File: config.mk
export PLATFORM = sky130hd
export DESIGN_NAME = cache_refill_ctrl
export DESIGN_NICKNAME = d
export VERILOG_FILES = /design/src/rtl/cache_refill_ctrl.sv
export SDC_FILE = /design/constraint.sdc
export NUM_CORES = 1
export LEC_CHECK = 0
export BUFFER_PORTS_ARGS = -buffer_cell sky130_fd_sc_hd__buf_2
export CORE_MARGIN = 5
export CORE_UTILIZATION = 45
export CTS_BUF_LIST = sky130_fd_sc_hd__clkbuf_4 sky130_fd_sc_hd__clkbuf_8
export DETAILED_ROUTE_END_ITERATION = 16
export GPL_TIMING_DRIVEN = 0
export PLACE_DENSITY = 0.74
export SYNTH_ARGS = -nofsm -noshare
export SYNTH_HDL_FRONTEND = slang
export SYNTH_SLANG_ARGS = --single-unit
export TNS_END_PERCENT = 20
File: constraint.sdc
create_clock -name clk -period 2.9 [get_ports clk]
set_input_delay 0.87 -clock clk [delete_from_list [all_inputs] [get_ports clk]]
set_output_delay 0.87 -clock clk [all_outputs]
set_load 0.05 [all_outputs]
File: src/rtl/cache_refill_ctrl.sv
// -----------------------------------------------------------------------------
// cache_refill_ctrl
//
// Memory-side refill engine for a write-back data cache. A line miss is
// accepted in IDLE. A dirty victim line is first written back as BLOCK_SIZE
// single-word write beats. The missing line is then read as BLOCK_SIZE
// single-word read beats and handed to the cache on fetch_data, qualified by
// a one-cycle fetch_enable pulse.
//
// Ports
//   clk, rst_n    : rising-edge clock, asynchronous active-low reset
//   miss_req      : refill request, sampled only while idle
//   miss_addr     : byte address of the missing access
//   wb_valid      : victim is dirty, sampled together with miss_req
//   wb_addr       : victim line address
//   wb_data       : victim line, word i at [i*DATA_WIDTH +: DATA_WIDTH]
//   busy          : engine is not idle
//   mem_req       : memory beat request (registered)
//   mem_we        : 1 = write beat, 0 = read beat (registered)
//   mem_addr      : word-aligned beat address (registered)
//   mem_wdata     : write data of the current beat (registered)
//   mem_rdata     : read data, valid while mem_ack is high
//   mem_ack       : beat completes on a cycle with mem_req && mem_ack
//   fetch_data    : refilled line, word i at [i*DATA_WIDTH +: DATA_WIDTH]
//   fetch_enable  : one-cycle pulse marking fetch_data as valid
// -----------------------------------------------------------------------------
module cache_refill_ctrl #(
   parameter int DATA_WIDTH = 32,
   parameter int BLOCK_SIZE = 4,
   parameter int ADDR_WIDTH = 32
) (
   input  logic                             clk,
   input  logic                             rst_n,
   input  logic                             miss_req,
   input  logic [ADDR_WIDTH-1:0]            miss_addr,
   input  logic                             wb_valid,
   input  logic [ADDR_WIDTH-1:0]            wb_addr,
   input  logic [BLOCK_SIZE*DATA_WIDTH-1:0] wb_data,
   output logic                             busy,
   output logic                             mem_req,
   output logic                             mem_we,
   output logic [ADDR_WIDTH-1:0]            mem_addr,
   output logic [DATA_WIDTH-1:0]            mem_wdata,
   input  logic [DATA_WIDTH-1:0]            mem_rdata,
   input  logic                             mem_ack,
   output logic [BLOCK_SIZE*DATA_WIDTH-1:0] fetch_data,
   output logic                             fetch_enable
);

   localparam int LINE_W     = BLOCK_SIZE * DATA_WIDTH;
   localparam int WORD_BYTES = DATA_WIDTH / 8;
   localparam int BEAT_W     = (BLOCK_SIZE > 1) ? $clog2(BLOCK_SIZE) : 1;
   localparam int OFF_W      = $clog2(BLOCK_SIZE * WORD_BYTES);
   localparam logic [BEAT_W-1:0] LAST_BEAT = BEAT_W'(BLOCK_SIZE - 1);

   typedef enum logic [1:0] {
      ST_IDLE = 2'd0,
      ST_WB   = 2'd1,
      ST_FILL = 2'd2,
      ST_DONE = 2'd3
   } state_t;

   state_t                state_q;
   logic [BEAT_W-1:0]     beat_q;
   logic [ADDR_WIDTH-1:0] fill_base_q;
   logic [ADDR_WIDTH-1:0] wb_base_q;
   logic [LINE_W-1:0]     wb_line_q;
   logic [LINE_W-1:0]     fetch_data_q;
   logic                  busy_q;
   logic                  mem_req_q;
   logic                  mem_we_q;
   logic [ADDR_WIDTH-1:0] mem_addr_q;
   logic [DATA_WIDTH-1:0] mem_wdata_q;
   logic                  fetch_en_q;

   logic [BEAT_W-1:0]     beat_d;
   logic                  last_beat_s;
   logic [ADDR_WIDTH-1:0] miss_line_s;
   logic [ADDR_WIDTH-1:0] wb_line_s;
   logic                  unused_s;

   // Address of word idx inside the line starting at base (modulo ADDR_WIDTH).
   function automatic logic [ADDR_WIDTH-1:0] beat_addr(
      input logic [ADDR_WIDTH-1:0] base,
      input logic [BEAT_W-1:0]     idx
   );
      beat_addr = base + (ADDR_WIDTH'(idx) * ADDR_WIDTH'(WORD_BYTES));
   endfunction

   // Word idx of a packed line; the compare loop keeps every slice constant.
   function automatic logic [DATA_WIDTH-1:0] line_word(
      input logic [LINE_W-1:0] line,
      input logic [BEAT_W-1:0] idx
   );
      line_word = {DATA_WIDTH{1'b0}};
      for (int i = 0; i < BLOCK_SIZE; i++) begin
         if (idx == BEAT_W'(i)) begin
            line_word = line[i*DATA_WIDTH +: DATA_WIDTH];
         end
      end
   endfunction

   assign beat_d      = beat_q + BEAT_W'(1);
   assign last_beat_s = (beat_q == LAST_BEAT);
   // Both bases are forced line-aligned, so offsets never carry out of the line.
   assign miss_line_s = {miss_addr[ADDR_WIDTH-1:OFF_W], {OFF_W{1'b0}}};
   assign wb_line_s   = {wb_addr[ADDR_WIDTH-1:OFF_W], {OFF_W{1'b0}}};
   // Byte-offset bits of the incoming addresses carry no information here.
   assign unused_s    = ^{miss_addr[OFF_W-1:0], wb_addr[OFF_W-1:0]};

   // Refill sequencer: state, beat counter, latched context and registered outputs.
   always_ff @(posedge clk or negedge rst_n) begin
      if (!rst_n) begin
         state_q      <= ST_IDLE;
         beat_q       <= {BEAT_W{1'b0}};
         fill_base_q  <= {ADDR_WIDTH{1'b0}};
         wb_base_q    <= {ADDR_WIDTH{1'b0}};
         wb_line_q    <= {LINE_W{1'b0}};
         fetch_data_q <= {LINE_W{1'b0}};
         busy_q       <= 1'b0;
         mem_req_q    <= 1'b0;
         mem_we_q     <= 1'b0;
         mem_addr_q   <= {ADDR_WIDTH{1'b0}};
         mem_wdata_q  <= {DATA_WIDTH{1'b0}};
         fetch_en_q   <= 1'b0;
      end else begin
         case (state_q)
            ST_IDLE: begin
               fetch_en_q <= 1'b0;
               if (miss_req) begin
                  fill_base_q <= miss_line_s;
                  wb_base_q   <= wb_line_s;
                  wb_line_q   <= wb_data;
                  beat_q      <= {BEAT_W{1'b0}};
                  busy_q      <= 1'b1;
                  mem_req_q   <= 1'b1;
                  // The first beat is presented straight from the request
                  // inputs so it appears in the cycle after acceptance.
                  if (wb_valid) begin
                     state_q     <= ST_WB;
                     mem_we_q    <= 1'b1;
                     mem_addr_q  <= wb_line_s;
                     mem_wdata_q <= line_word(wb_data, {BEAT_W{1'b0}});
                  end else begin
                     state_q     <= ST_FILL;
                     mem_we_q    <= 1'b0;
                     mem_addr_q  <= miss_line_s;
                     mem_wdata_q <= {DATA_WIDTH{1'b0}};
                  end
               end else begin
                  busy_q    <= 1'b0;
                  mem_req_q <= 1'b0;
                  mem_we_q  <= 1'b0;
               end
            end

            ST_WB: begin
               if (mem_ack) begin
                  if (last_beat_s) begin
                     // Go straight into the first read so mem_req has no gap.
                     state_q     <= ST_FILL;
                     beat_q      <= {BEAT_W{1'b0}};
                     mem_we_q    <= 1'b0;
                     mem_addr_q  <= fill_base_q;
                     mem_wdata_q <= {DATA_WIDTH{1'b0}};
                  end else begin
                     beat_q      <= beat_d;
                     mem_addr_q  <= beat_addr(wb_base_q, beat_d);
                     mem_wdata_q <= line_word(wb_line_q, beat_d);
                  end
               end else begin
                  // Stall: every request field holds its value.
                  beat_q <= beat_q;
               end
            end

            ST_FILL: begin
               if (mem_ack) begin
                  for (int i = 0; i < BLOCK_SIZE; i++) begin
                     if (beat_q == BEAT_W'(i)) begin
                        fetch_data_q[i*DATA_WIDTH +: DATA_WIDTH] <= mem_rdata;
                     end
                  end
                  if (last_beat_s) begin
                     state_q    <= ST_DONE;
                     beat_q     <= {BEAT_W{1'b0}};
                     mem_req_q  <= 1'b0;
                     mem_we_q   <= 1'b0;
                     mem_addr_q <= {ADDR_WIDTH{1'b0}};
                     fetch_en_q <= 1'b1;
                  end else begin
                     beat_q     <= beat_d;
                     mem_addr_q <= beat_addr(fill_base_q, beat_d);
                  end
               end else begin
                  beat_q <= beat_q;
               end
            end

            ST_DONE: begin
               // miss_req is not looked at here; the cache drops it on fetch_enable.
               state_q    <= ST_IDLE;
               busy_q     <= 1'b0;
               fetch_en_q <= 1'b0;
            end

            default: begin
               state_q    <= ST_IDLE;
               beat_q     <= {BEAT_W{1'b0}};
               busy_q     <= 1'b0;
               mem_req_q  <= 1'b0;
               mem_we_q   <= 1'b0;
               fetch_en_q <= 1'b0;
            end
         endcase
      end
   end

   assign busy         = busy_q;
   assign mem_req      = mem_req_q;
   assign mem_we       = mem_we_q;
   assign mem_addr     = mem_addr_q;
   assign mem_wdata    = mem_wdata_q;
   assign fetch_data   = fetch_data_q;
   assign fetch_enable = fetch_en_q;

endmodule

=== Word level (Yosys, flattened, before mapping) ===
Cells that the tools add are included.

* Register bits after elaboration: 384
* Bits in latches: 0
* Memory bits (writable): 0
* Bits in read-only memories: 0
* Input port bits: 229
* Output and inout port bits: 196
* Logic and storage cells: 95
* Memories: 0

* $add $sub $neg: 3
* $mul: 0
* Divide/modulo/power cells: 0
* Order comparisons: 0
* Equality and inequality tests: 16
* Shifts and indexed selects: 0
* Multiplexer cells: 38
* Bitwise logic cells: 0
* Reduce and logical (&&, ||, !) cells: 23

{| class="wikitable"
|+ Operator list
! cell !! number
|-
| two-way mux 32 bit || 14
|-
| one-hot mux 32 bit (3 select lines) || 1
|-
| adder 32 x 4 -> 32 bit || 2
|-
| one-hot mux 32 bit (2 select lines) || 1
|-
| AND reduction 3 bit || 9
|-
| two-way mux 2 bit || 9
|-
| == test 2 bit, second input constant || 6
|-
| != test 2 bit, second input constant || 5
|-
| nonzero test 2 bit || 5
|-
| one-hot mux 1 bit (2 select lines) || 4
|-
| one-hot mux 2 bit (4 select lines) || 1
|-
| two-way mux 1 bit || 7
|-
| == test 2 x 1 -> 1 bit, second input constant || 3
|-
| logical NOT 2 bit || 3
|-
| AND reduction 5 bit || 1
|-
| != test 2 x 1 -> 1 bit, second input constant || 2
|-
| one-hot mux 2 bit (2 select lines) || 1
|-
| AND reduction 4 bit || 1
|-
| OR reduction 2 bit || 2
|-
| nonzero test 3 bit || 1
|-
| adder 2 x 1 -> 2 bit, second input constant || 1
|-
| AND reduction 2 bit || 1
|}

=== Longest topological paths before layout ===
Gate-level depths: netlist (run 1).

* Word-level depth: 9
* Depth in mapped cells: 9

=== Worst setup path after synthesis (run 1) ===
OpenSTA, ideal clock, no wires.

* Path kind: input -> register
* Start: in mem_ack
* End: reg fetch_data_q[10] (netlist: fetch_data[10])
* Setup time: 125 ps
* Data arrival time: 1673 ps
* Setup slack: 1102 ps
* Stages on the path: 4
* Buffers on the path: 2
* Cell sequence: buf_4 -> nand3_2 -> buf_2 -> mux2_2

* Cells in the longest elaborated chain, start to end: 1

{| class="wikitable"
|+ Ends and longest elaborated chain
! element !! line !! source
|-
| start: declaration || 45 || <nowiki>input logic mem_ack,</nowiki>
|-
| AND reduction 3 bit (no line) || -- ||
|-
| end signal: assignment || 119 || <nowiki>fetch_data_q <= {LINE_W{1'b0}};</nowiki>
|-
| end signal: indexed assignment || 181 || <nowiki>fetch_data_q[i*DATA_WIDTH +: DATA_WIDTH] <= mem_rdata;</nowiki>
|-
| end: declaration || 68 || <nowiki>logic [LINE_W-1:0] fetch_data_q;</nowiki>
|}

No other way between the ends.
A chain may end at the register's enable or synchronous reset.

=== Final worst setup path (run 1) ===
* Start: reg beat_q[0]
* End: reg mem_wdata_q[28] (netlist: mem_wdata[28])

* Cells in the longest elaborated chain, start to end: 9

{| class="wikitable"
|+ Ends and longest elaborated chain
! element !! line !! source
|-
| start: declaration || 64 || <nowiki>logic [BEAT_W-1:0] beat_q;</nowiki>
|-
| start signal: assignment || 115 || <nowiki>beat_q <= {BEAT_W{1'b0}};</nowiki>
|-
| start signal: assignment || 134 || <nowiki>beat_q <= {BEAT_W{1'b0}};</nowiki>
|-
| start signal: assignment || 162 || <nowiki>beat_q <= {BEAT_W{1'b0}};</nowiki>
|-
| adder 2 x 1 -> 2 bit || 103 || <nowiki>assign beat_d = beat_q + BEAT_W'(1);</nowiki>
|-
| logical NOT 2 bit || 97 || <nowiki>if (idx == BEAT_W'(i)) begin</nowiki>
|-
| two-way mux 32 bit (4 in series) || 97 ||
|-
| two-way mux 32 bit (*) || 159 || <nowiki>if (last_beat_s) begin</nowiki>
|-
| two-way mux 32 bit (*) || 158 || <nowiki>if (mem_ack) begin</nowiki>
|-
| one-hot mux 32 bit (2 select lines) (*) || 127 || <nowiki>case (state_q)</nowiki>
|-
| end signal: assignment || 124 || <nowiki>mem_wdata_q <= {DATA_WIDTH{1'b0}};</nowiki>
|-
| end signal: assignment || 165 || <nowiki>mem_wdata_q <= {DATA_WIDTH{1'b0}};</nowiki>
|-
| end signal: assignment || 169 || <nowiki>mem_wdata_q <= line_word(wb_line_q, beat_d);</nowiki>
|-
| end: declaration || 73 || <nowiki>logic [DATA_WIDTH-1:0] mem_wdata_q;</nowiki>
|}

Every way passes the cells marked *; elsewhere a longest branch is shown, timed or not. The select of a mux whose other input is x is not followed.

==> results.json, run 1 <==
{
  "portBuffers": 414,
  "final_cells": 2295,
  "cts.hold.buffers_added": 0,
  "clk_pin_slew_ns": 0.07,
  "r2r-start": "beat_q[0]",
  "crit_fanout": 10,
  "root_buffer": "clkbuf_8",
  "cts_tree": "yes",
  "track_usage_pct": 23.8,
  "period_share_pct": 82.3,
  "finalWirelength_mm": 50.6,
  "yosysWarnings": 0,
  "seq_area_um2": 9560,
  "r2r_cells": 6,
  "synthTopCellsByArea": "dfrtp_1, mux2_2, nand2_1, o221ai_1, o22a_1",
  "leakagePower_uw": 0.00986,
  "crit_type": "reg2reg",
  "wl_per_cell_um": 22.0,
  "synth_fa_ha_area_share_pct": 0.966,
  "vias_per_cell": 5.64,
  "core-area_um2": 36800,
  "peakVddDrop_mv": 0.688,
  "post_cts_resized": 0,
  "setup_viol_count_final": 0,
  "period_minus_slack_ns": 2.39,
  "start_util_pct": 45.8,
  "final_cell_mix": "buf_2, dfrtp_1, mux2_2, nand2_1, clkbuf_8",
  "routabilityCongestion": 0.852,
  "yosysTopAreaCellShare_pct": 56.7,
  "drt_iter0_drc": 824,
  "synthMuxAreaShare_pct": 21.1,
  "seqPwrFrac_pct": 33.3,
  "finalClockSkew_ns": 0.0223,
  "die_y_um": 203,
  "drv_cap": 0,
  "syn_inst": 1291,
  "multi_input_area_um2": 6700,
  "synth_area_leader_cell": "dfrtp_1",
  "area_delta_synth_final_pct": 24.4,
  "seq_area_frac_synth_pct": 56.7,
  "rsz0062_at_grt": "no",
  "fin_total_pwr_uw": 28700,
  "arrival_ns": 2.91,
  "layout-drive-gt1-share_pct": 50.7,
  "drc": 0,
  "endpoint_kind": "flip-flop",
  "die-area_um2": 41400,
  "power.switching_uw": 13000,
  "ys_types": 39,
  "tightest_slew_ns": 0.698,
  "cts_buffers": 61,
  "nNetsFinal": 2014,
  "clk_path_buf_depth": 3,
  "antenna_left": 0,
  "synth-compound-area-share_pct": 11.4,
  "cp.required_ns": 3.43,
  "clk_latency_ns": 0.64,
  "fmax_ghz": 0.419,
  "cp-startpoint": "beat_q[0]",
  "p_int_uw": 15800,
  "numPlacedInstances": 2177,
  "syn_area_um2": 16800,
  "dp_hpwl_mm": 37.1,
  "synth-seq-cells": 382,
  "hold_violations": 0,
  "drtPass1Iterations": 7,
  "hp-class": "in2async",
  "start_kind": "flip-flop",
  "overflow": 0,
  "final_common_cell": "buf_2",
  "r2r_slack_ns": 0.51,
  "powerDensity_nw_per_um2": 1370,
  "cts.sinks": 382,
  "rows": 70,
  "worst_r2r_endpoint": "mem_wdata[28]",
  "status": "finished, final reports clean",
  "slew_viol_final": 0,
  "synth_top_family_by_area": "multiplexers",
  "synth_xor_area_share_pct": 0,
  "post_cts_buffers": 0,
  "grt_pass1_vias": 13800,
  "h-tree-depth": 2,
  "avgSynthCellArea_um2": 13.0,
  "maxSlewHeadroom_pct": 53.5,
  "grt_antenna_before_repair": 20,
  "ios": 425,
  "vias": 12900,
  "synth_simple_gate_area_share_pct": 6.25,
  "grt_max_degree": 120,
  "placed_area_um2": 19600,
  "p_clk_share_pct": 17.3,
  "p_comb_share_pct": 49.4,
  "grt_pass1_wl_mm": 78.0,
  "die_w_um": 203,
  "endpoint": "mem_wdata[28]",
  "design_area_um2": 21000,
  "swShare_pct": 45.1,
  "setup_tns_ns": 0,
  "n_fill_cell": 3088
}
registers in the layout (all words and copies together) (netlist names):
register and cells:
fetch_enable 1, mem_wdata 32, beat_q 2, wb_line_q 128
mem_addr 30, mem_we 1, fetch_data 128, mem_req 1
state_q 2, fill_base_q 28, busy 1, wb_base_q 28
power by group through the flow:
stage               Combinational [uW]  Clock (uW)  Sequential, uW
global route                     15100        5310            9820
CTS                              14300        5080            9510
finish                           14200        4970            9550
floorplan                         6160           0           13600
detailed placement               14200           0            9580
global placement                 13900           0            9440
worst max-delay path: stages, from the launching register on:
cell      delay, ns
dfrtp_1        0.51
inv_1          0.17
ha_1           0.26
nor2_1         0.43
clkbuf_1       0.49
a31oi_1        0.19
o22a_1         0.23
worst min path at each step:
stage | to | slack (ns) | cells past startpoint
3_5_place_dp | mem_addr[2] | 0.47 | 2
5_1_grt | fetch_data[124] | 0.20 | 1
6_report | fetch_data[55] | 0.17 | 1
4_1_cts | fetch_data[55] | 0.14 | 1
2_1_floorplan | wb_line_q[62] | 0.48 | 1
3_3_place_gp | mem_addr[2] | 0.46 | 2
metrics by stage:
step	util, %	hold slack, ns	worst slack, ns
2_1_floorplan	-	0.479	1.10
3_3_place_gp	53.0	0.459	-6.41
3_5_place_dp	53.3	0.465	0.522
4_1_cts	56.9	0.145	0.513
5_1_grt	57.0	0.196	0.433
6_report	57.0	0.170	0.513
synthesized netlist by cell type:
master and n:
a21oi_2 2, buf_4 24, and2_1 1, o41ai_2 1, buf_1 2, nand3b_1 32, nand3_2 4, conb_1 1
a22oi_1 28, nand2_1 100, a22o_1 30, buf_6 2, a21oi_1 31, or2_1 1, mux2i_1 2, a31oi_1 33
o221ai_1 32, mux2_2 307, dfrtp_1 382, nand2_2 1, nor2_1 33, o211ai_2 1, buf_2 53, nand2b_1 3
a211oi_1 27, o22a_1 32, inv_1 7, a32o_1 1, mux2_1 7, ha_1 13, nor2b_4 1, o211ai_1 29
o21ai_0 8, o31ai_1 1, nor2b_1 29, and3_1 1, nand2b_4 1, nand3_1 4, clkbuf_1 24
cell type report:
type	count	share of cell area (%)
antenna	11	0.131
buffer	105	2.70
clock buffer	97	5.86
clock inverter	10	0.490
inverter	7	0.125
multi-input combinational	798	32.0
sequential	382	45.6
tap	468	2.79
timing repair buffer	417	10.3
layer usage:
layer  part of all wire [%]  global-route usage [%]  wire, um
met5                   0.25                       0       129
met4                    3.9                    10.7      1950
met3                    8.5                    6.89      4280
met2                     48                    39.1     24100
met1                     40                    29.5     20100
cells by family after synthesis:
group                    Yosys count
AO/OA/AOI/OAI                    256
adder cells (fa/ha/maj)           13
buffers and inverters            112
flip-flops                       382
multiplexers                     316
other                              1
AND/OR/NAND/NOR                  211
Power figures use the tool's default switching activity.
==> run 2: changes to the inputs <==
--- a/config.mk
+++ b/config.mk
@@ -11,7 +11,7 @@
 export CTS_BUF_LIST = sky130_fd_sc_hd__clkbuf_4 sky130_fd_sc_hd__clkbuf_8
 export DETAILED_ROUTE_END_ITERATION = 16
 export GPL_TIMING_DRIVEN = 0
-export PLACE_DENSITY = 0.74
+export PLACE_DENSITY = 0.77
 export SYNTH_ARGS = -nofsm -noshare
 export SYNTH_HDL_FRONTEND = slang
 export SYNTH_SLANG_ARGS = --single-unit
==> constraint.sdc (replaced) <==
create_clock -name clk -period 2 [get_ports clk]
set_input_delay 0.6 -clock clk [delete_from_list [all_inputs] [get_ports clk]]
set_output_delay 0.6 -clock clk [all_outputs]
set_load 0.05 [all_outputs]
==> results.json, run 2 (synthesis gave the netlist of run 1 again) <==
{
  "core-area_um2": 36800,
  "r2r_cells": 7,
  "n_fill_cell": 2993,
  "hold_violations": 0,
  "hp-class": "in2reg",
  "fmax_ghz": 0.511,
  "h-tree-depth": 2,
  "dp_hpwl_mm": 36.6,
  "crit_type": "reg2reg",
  "layout-drive-gt1-share_pct": 52.4,
  "slew_viol_final": 0,
  "holdPathEnd": "wb_line_q[64]",
  "peakVddDrop_mv": 1.02,
  "rows": 70,
  "status": "finished, final reports clean",
  "holdWs_ns": 0.161,
  "finalClockSkew_ns": 0.0418,
  "endpoint_kind": "flip-flop",
  "r2r_slack_ns": 0.04,
  "finalWirelength_mm": 50.2,
  "final_cell_mix": "buf_2, dfrtp_1, mux2_2, nand2_1, clkbuf_8",
  "ios": 425,
  "vias": 13000,
  "start_kind": "flip-flop",
  "die-area_um2": 41400,
  "grt_max_degree": 123,
  "root_buffer": "clkbuf_8",
  "worst_r2r_endpoint": "mem_wdata[19]",
  "period_minus_slack_ns": 1.96,
  "grt_pass1_vias": 13700,
  "die_w_um": 203,
  "antenna_left": 0,
  "maxSlewHeadroom_pct": 58.0,
  "rsz0062_at_grt": "yes",
  "drc": 0,
  "worst_slack_ns": 0.0435,
  "cts_tree": "yes",
  "die_y_um": 203,
  "cts.sinks": 382,
  "r2r-start": "beat_q[1]",
  "min_from": "wb_data[64]",
  "tightest_slew_ns": 0.630,
  "pre_cts_slack_ns": -0.360,
  "drv_cap": 0,
  "track_usage_pct": 23.6,
  "arrival_ns": 2.50,
  "cp.required_ns": 2.55,
  "powerDensity_nw_per_um2": 1990,
  "leakagePower_uw": 0.0100,
  "overflow": 0,
  "drt_iter0_drc": 842,
  "routabilityCongestion": 0.840,
  "vias_per_cell": 5.63,
  "drtPass1Iterations": 5,
  "portBuffers": 414,
  "clk_latency_ns": 0.67,
  "setup_viol_count_final": 0,
  "period_share_pct": 97.8,
  "hold_depth": 2,
  "start_util_pct": 45.8,
  "crit_fanout": 10,
  "clk_pin_slew_ns": 0.07,
  "final_common_cell": "buf_2",
  "nNetsFinal": 2017,
  "grt_pass1_wl_mm": 77.6,
  "area_delta_synth_final_pct": 26.0,
  "grt_antenna_before_repair": 19,
  "clk_path_buf_depth": 3,
  "wl_per_cell_um": 21.8,
  "cts_buffers": 61
}
## run 2: cell types whose count changed in the layout (fill, tap and decap cells not counted), sizes merged
cell	before	now
buf	498	483
diode	11	8
clkinv	7	10
clkinvlp	1	3
dlygate4sd3	0	1
clkbuf	121	141
## run 2: per-layer routing
layer  wire length, um  global-route usage, %  up-vias
li1                  -                      -     5722
met1             19900                   29.7     6528
met2             24200                   38.8      573
met3              4390                   7.25      116
met4              1600                   8.58       22
met5               129                      0        -
## run 2: critical path, stage by stage (launching register included)
cell and delay, ns:
dfrtp_1 0.45, inv_1 0.18, ha_1 0.16, buf_2 0.22, clkbuf_1 0.33, nand3b_1 0.19, a31oi_1 0.10, o22a_1 0.19
## run 2: through the flow
stage	util, %	TNS, ns	power, uW	cell area (um2)	instances
after floorplan	-	0	28700	16800	1292
after global placement	53.0	-2654.85	33700	19500	2174
after detailed placement	53.3	-17.67	34400	19600	2177
after CTS	57.3	-6.45	42100	21100	2293
after global routing	57.7	-0.518	44400	21200	2302
final	57.7	0	42200	21200	2303
## run 2: worst max-delay path by stage
stage / from / endpoint / slack (ns)
final: beat_q[1] / mem_wdata[19] / 0.04
after detailed placement: beat_q[0] / mem_wdata[23] / -0.36
after CTS: state_q[1] / mem_wdata[23] / -0.1
after global placement: rst_n / wb_line_q[114] / -6.98
after floorplan: state_q[0] / wb_line_q[0] / 0.30
after global routing: beat_q[1] / mem_wdata[13] / -0.05
## run 2: where the power goes
group          internal (uW)  leakage [uW]  switching (uW)
combinational           7380       0.00462           13500
clock                   4310      0.000748            3150
sequential             11600       0.00463            2240
total                  23300        0.0100           18900
## run 2: cell type report
cell class                 count  area [um2]  area share (%)
inverter                       7        26.3           0.124
sequential                   382        9560            45.0
multi-input combinational    798        6730            31.7
tap                          468         586            2.76
timing repair buffer         420        2220            10.5
clock inverter                15         133           0.625
antenna                        8        20.0          0.0943
clock buffer                 100        1280            6.04
buffer                       105         666            3.14
## run 2: what timing repair did
item                                    in CTS  in global routing
cloned                                       0                  1
resized for setup                           21                 52
hold buffers                                 1                  0
endpoints found under the setup margin     173                478
setup buffers                                0                  1
endpoints found under the hold margin       61                  0
==> run 3: changes to the inputs <==
--- a/config.mk
+++ b/config.mk
@@ -7,11 +7,11 @@
 export LEC_CHECK = 0
 export BUFFER_PORTS_ARGS = -buffer_cell sky130_fd_sc_hd__buf_2
 export CORE_MARGIN = 5
-export CORE_UTILIZATION = 45
+export CORE_UTILIZATION = 30
 export CTS_BUF_LIST = sky130_fd_sc_hd__clkbuf_4 sky130_fd_sc_hd__clkbuf_8
 export DETAILED_ROUTE_END_ITERATION = 16
 export GPL_TIMING_DRIVEN = 0
-export PLACE_DENSITY = 0.77
+export PLACE_DENSITY = 0.57
 export SYNTH_ARGS = -nofsm -noshare
 export SYNTH_HDL_FRONTEND = slang
 export SYNTH_SLANG_ARGS = --single-unit
==> results.json, run 3 (synthesis gave the netlist of run 1 again) <==
{
  "status": "finished with violations",
  "violations": "negative hold slack",
  "layout-drive-gt1-share_pct": 52.9,
  "ios": 425,
  "final_cell_mix": "buf_2, dfrtp_1, mux2_2, nand2_1, clkbuf_8",
  "top_usage_layer": "met2",
  "finalCoreUtilization_pct": 39.5,
  "wl_per_cell_um": 21.1,
  "drtPass1Iterations": 5,
  "period_share_pct": 97.1,
  "vias": 12900,
  "fmax_ghz": 0.515,
  "routabilityCongestion": 0.841,
  "slew_viol_final": 0,
  "die_y_um": 247,
  "setup_tns_ns": 0,
  "final_common_cell": "buf_2",
  "seq_area_um2": 9560,
  "peakVddDrop_mv": 0.867,
  "leakagePower_uw": 0.0101,
  "overflow": 0,
  "tightest_slew_ns": 0.760,
  "start_util_pct": 30.4,
  "endpoint_kind": "flip-flop",
  "powerDensity_nw_per_um2": 1980,
  "holdWs_ns": -0.0387,
  "portBuffers": 414,
  "h-tree-depth": 3,
  "grt_use_met2_pct": 29.1,
  "cts_buffers": 72,
  "drt_iter0_drc": 502,
  "n_fill_cell": 5383,
  "nNetsFinal": 2035,
  "cp.required_ns": 2.50,
  "hp-class": "in2async",
  "maxSlewHeadroom_pct": 49.2,
  "cts.sinks": 382,
  "track_usage_pct": 17.3,
  "cts_tree": "yes",
  "placed_area_um2": 19900,
  "rsz0062_at_grt": "yes",
  "crit_fanout": 10,
  "grt_pass1_vias": 13400,
  "grt_antenna_before_repair": 19,
  "period_minus_slack_ns": 1.94,
  "pre_cts_slack_ns": -0.439,
  "arrival_ns": 2.44,
  "antenna_left": 0,
  "design_area_um2": 21900,
  "finalClockSkew_ns": 0.0250,
  "root_buffer": "clkbuf_8",
  "drv_cap": 0,
  "dp_hpwl_mm": 39.9,
  "core-area_um2": 55400,
  "rows": 86,
  "crit_type": "reg2reg",
  "setup_viol_count_final": 0,
  "die_w_um": 247,
  "finalWirelength_mm": 55.0,
  "hold_violations": 57,
  "use_met3_pct": 5.96,
  "drc": 0,
  "area_delta_synth_final_pct": 30.0,
  "multi_input_area_um2": 6760,
  "grt_max_degree": 104,
  "vias_per_cell": 4.95,
  "start_kind": "flip-flop",
  "worst_slack_ns": 0.0578,
  "clk_latency_ns": 0.64,
  "clk_pin_slew_ns": 0.06,
  "grt_use_met1_pct": 20.7,
  "grt_pass1_wl_mm": 81.4,
  "die-area_um2": 61000,
  "clk_path_buf_depth": 3
}
## run 3: per-stage QoR
step | std cells | total power [uW]
after floorplan | 1292 | 28700
after global placement | 2454 | 34200
after detailed placement | 2457 | 34700
after CTS | 2582 | 43400
after global routing | 2599 | 45700
final | 2602 | 43400
## run 3: power breakdown
part	switching (uW)	internal (uW)
logic	13800	7610
registers	2120	11600
clock network	3360	4890
total	19200	24100
## run 3: critical path, stage by stage (launching register included)
cell	delay, ns
dfrtp_1	0.40
inv_1	0.09
ha_1	0.21
buf_2	0.21
nand3_2	0.18
buf_2	0.32
mux2_2	0.37
## run 3: cell type report
type / instances / share of cell area, %
Sequential cell: 382 / 43.7
Antenna cell: 10 / 0.114
Timing Repair Buffer: 427 / 10.4
Multi-Input combinational cell: 798 / 30.9
Clock inverter: 9 / 0.474
Clock buffer: 116 / 6.72
Buffer: 105 / 3.39
Tap cell: 748 / 4.27
Inverter: 7 / 0.120
## run 3: per-layer routing
metal	wire length, um	up-vias
li1	-	5773
met1	21900	6462
met2	26500	496
met3	4670	125
met4	1810	18
met5	123	-
## run 3: repair_timing
item                                   in CTS  in global routing
resized for setup                          50                 57
endpoints found under the hold margin      85                  2
setup endpoints to repair                 244                320
setup buffers                               0                  7
cloned                                      0                  0
## run 3: path summary, 6_finish.rpt
check	startpoint	to	slack, ns	cells past startpoint
max reg2reg	state_q[0]	fetch_data[54]	0.06	6
min in group clk	wb_data[62]	wb_line_q[62]	0.19	2
max in group asynchronous	rst_n	beat_q[1]	0.42	2
min	rst_n	wb_base_q[21]	-0.04	1
min reg2reg	mem_addr[19]	mem_addr[19]	0.47	2
max	state_q[0]	fetch_data[54]	0.06	6
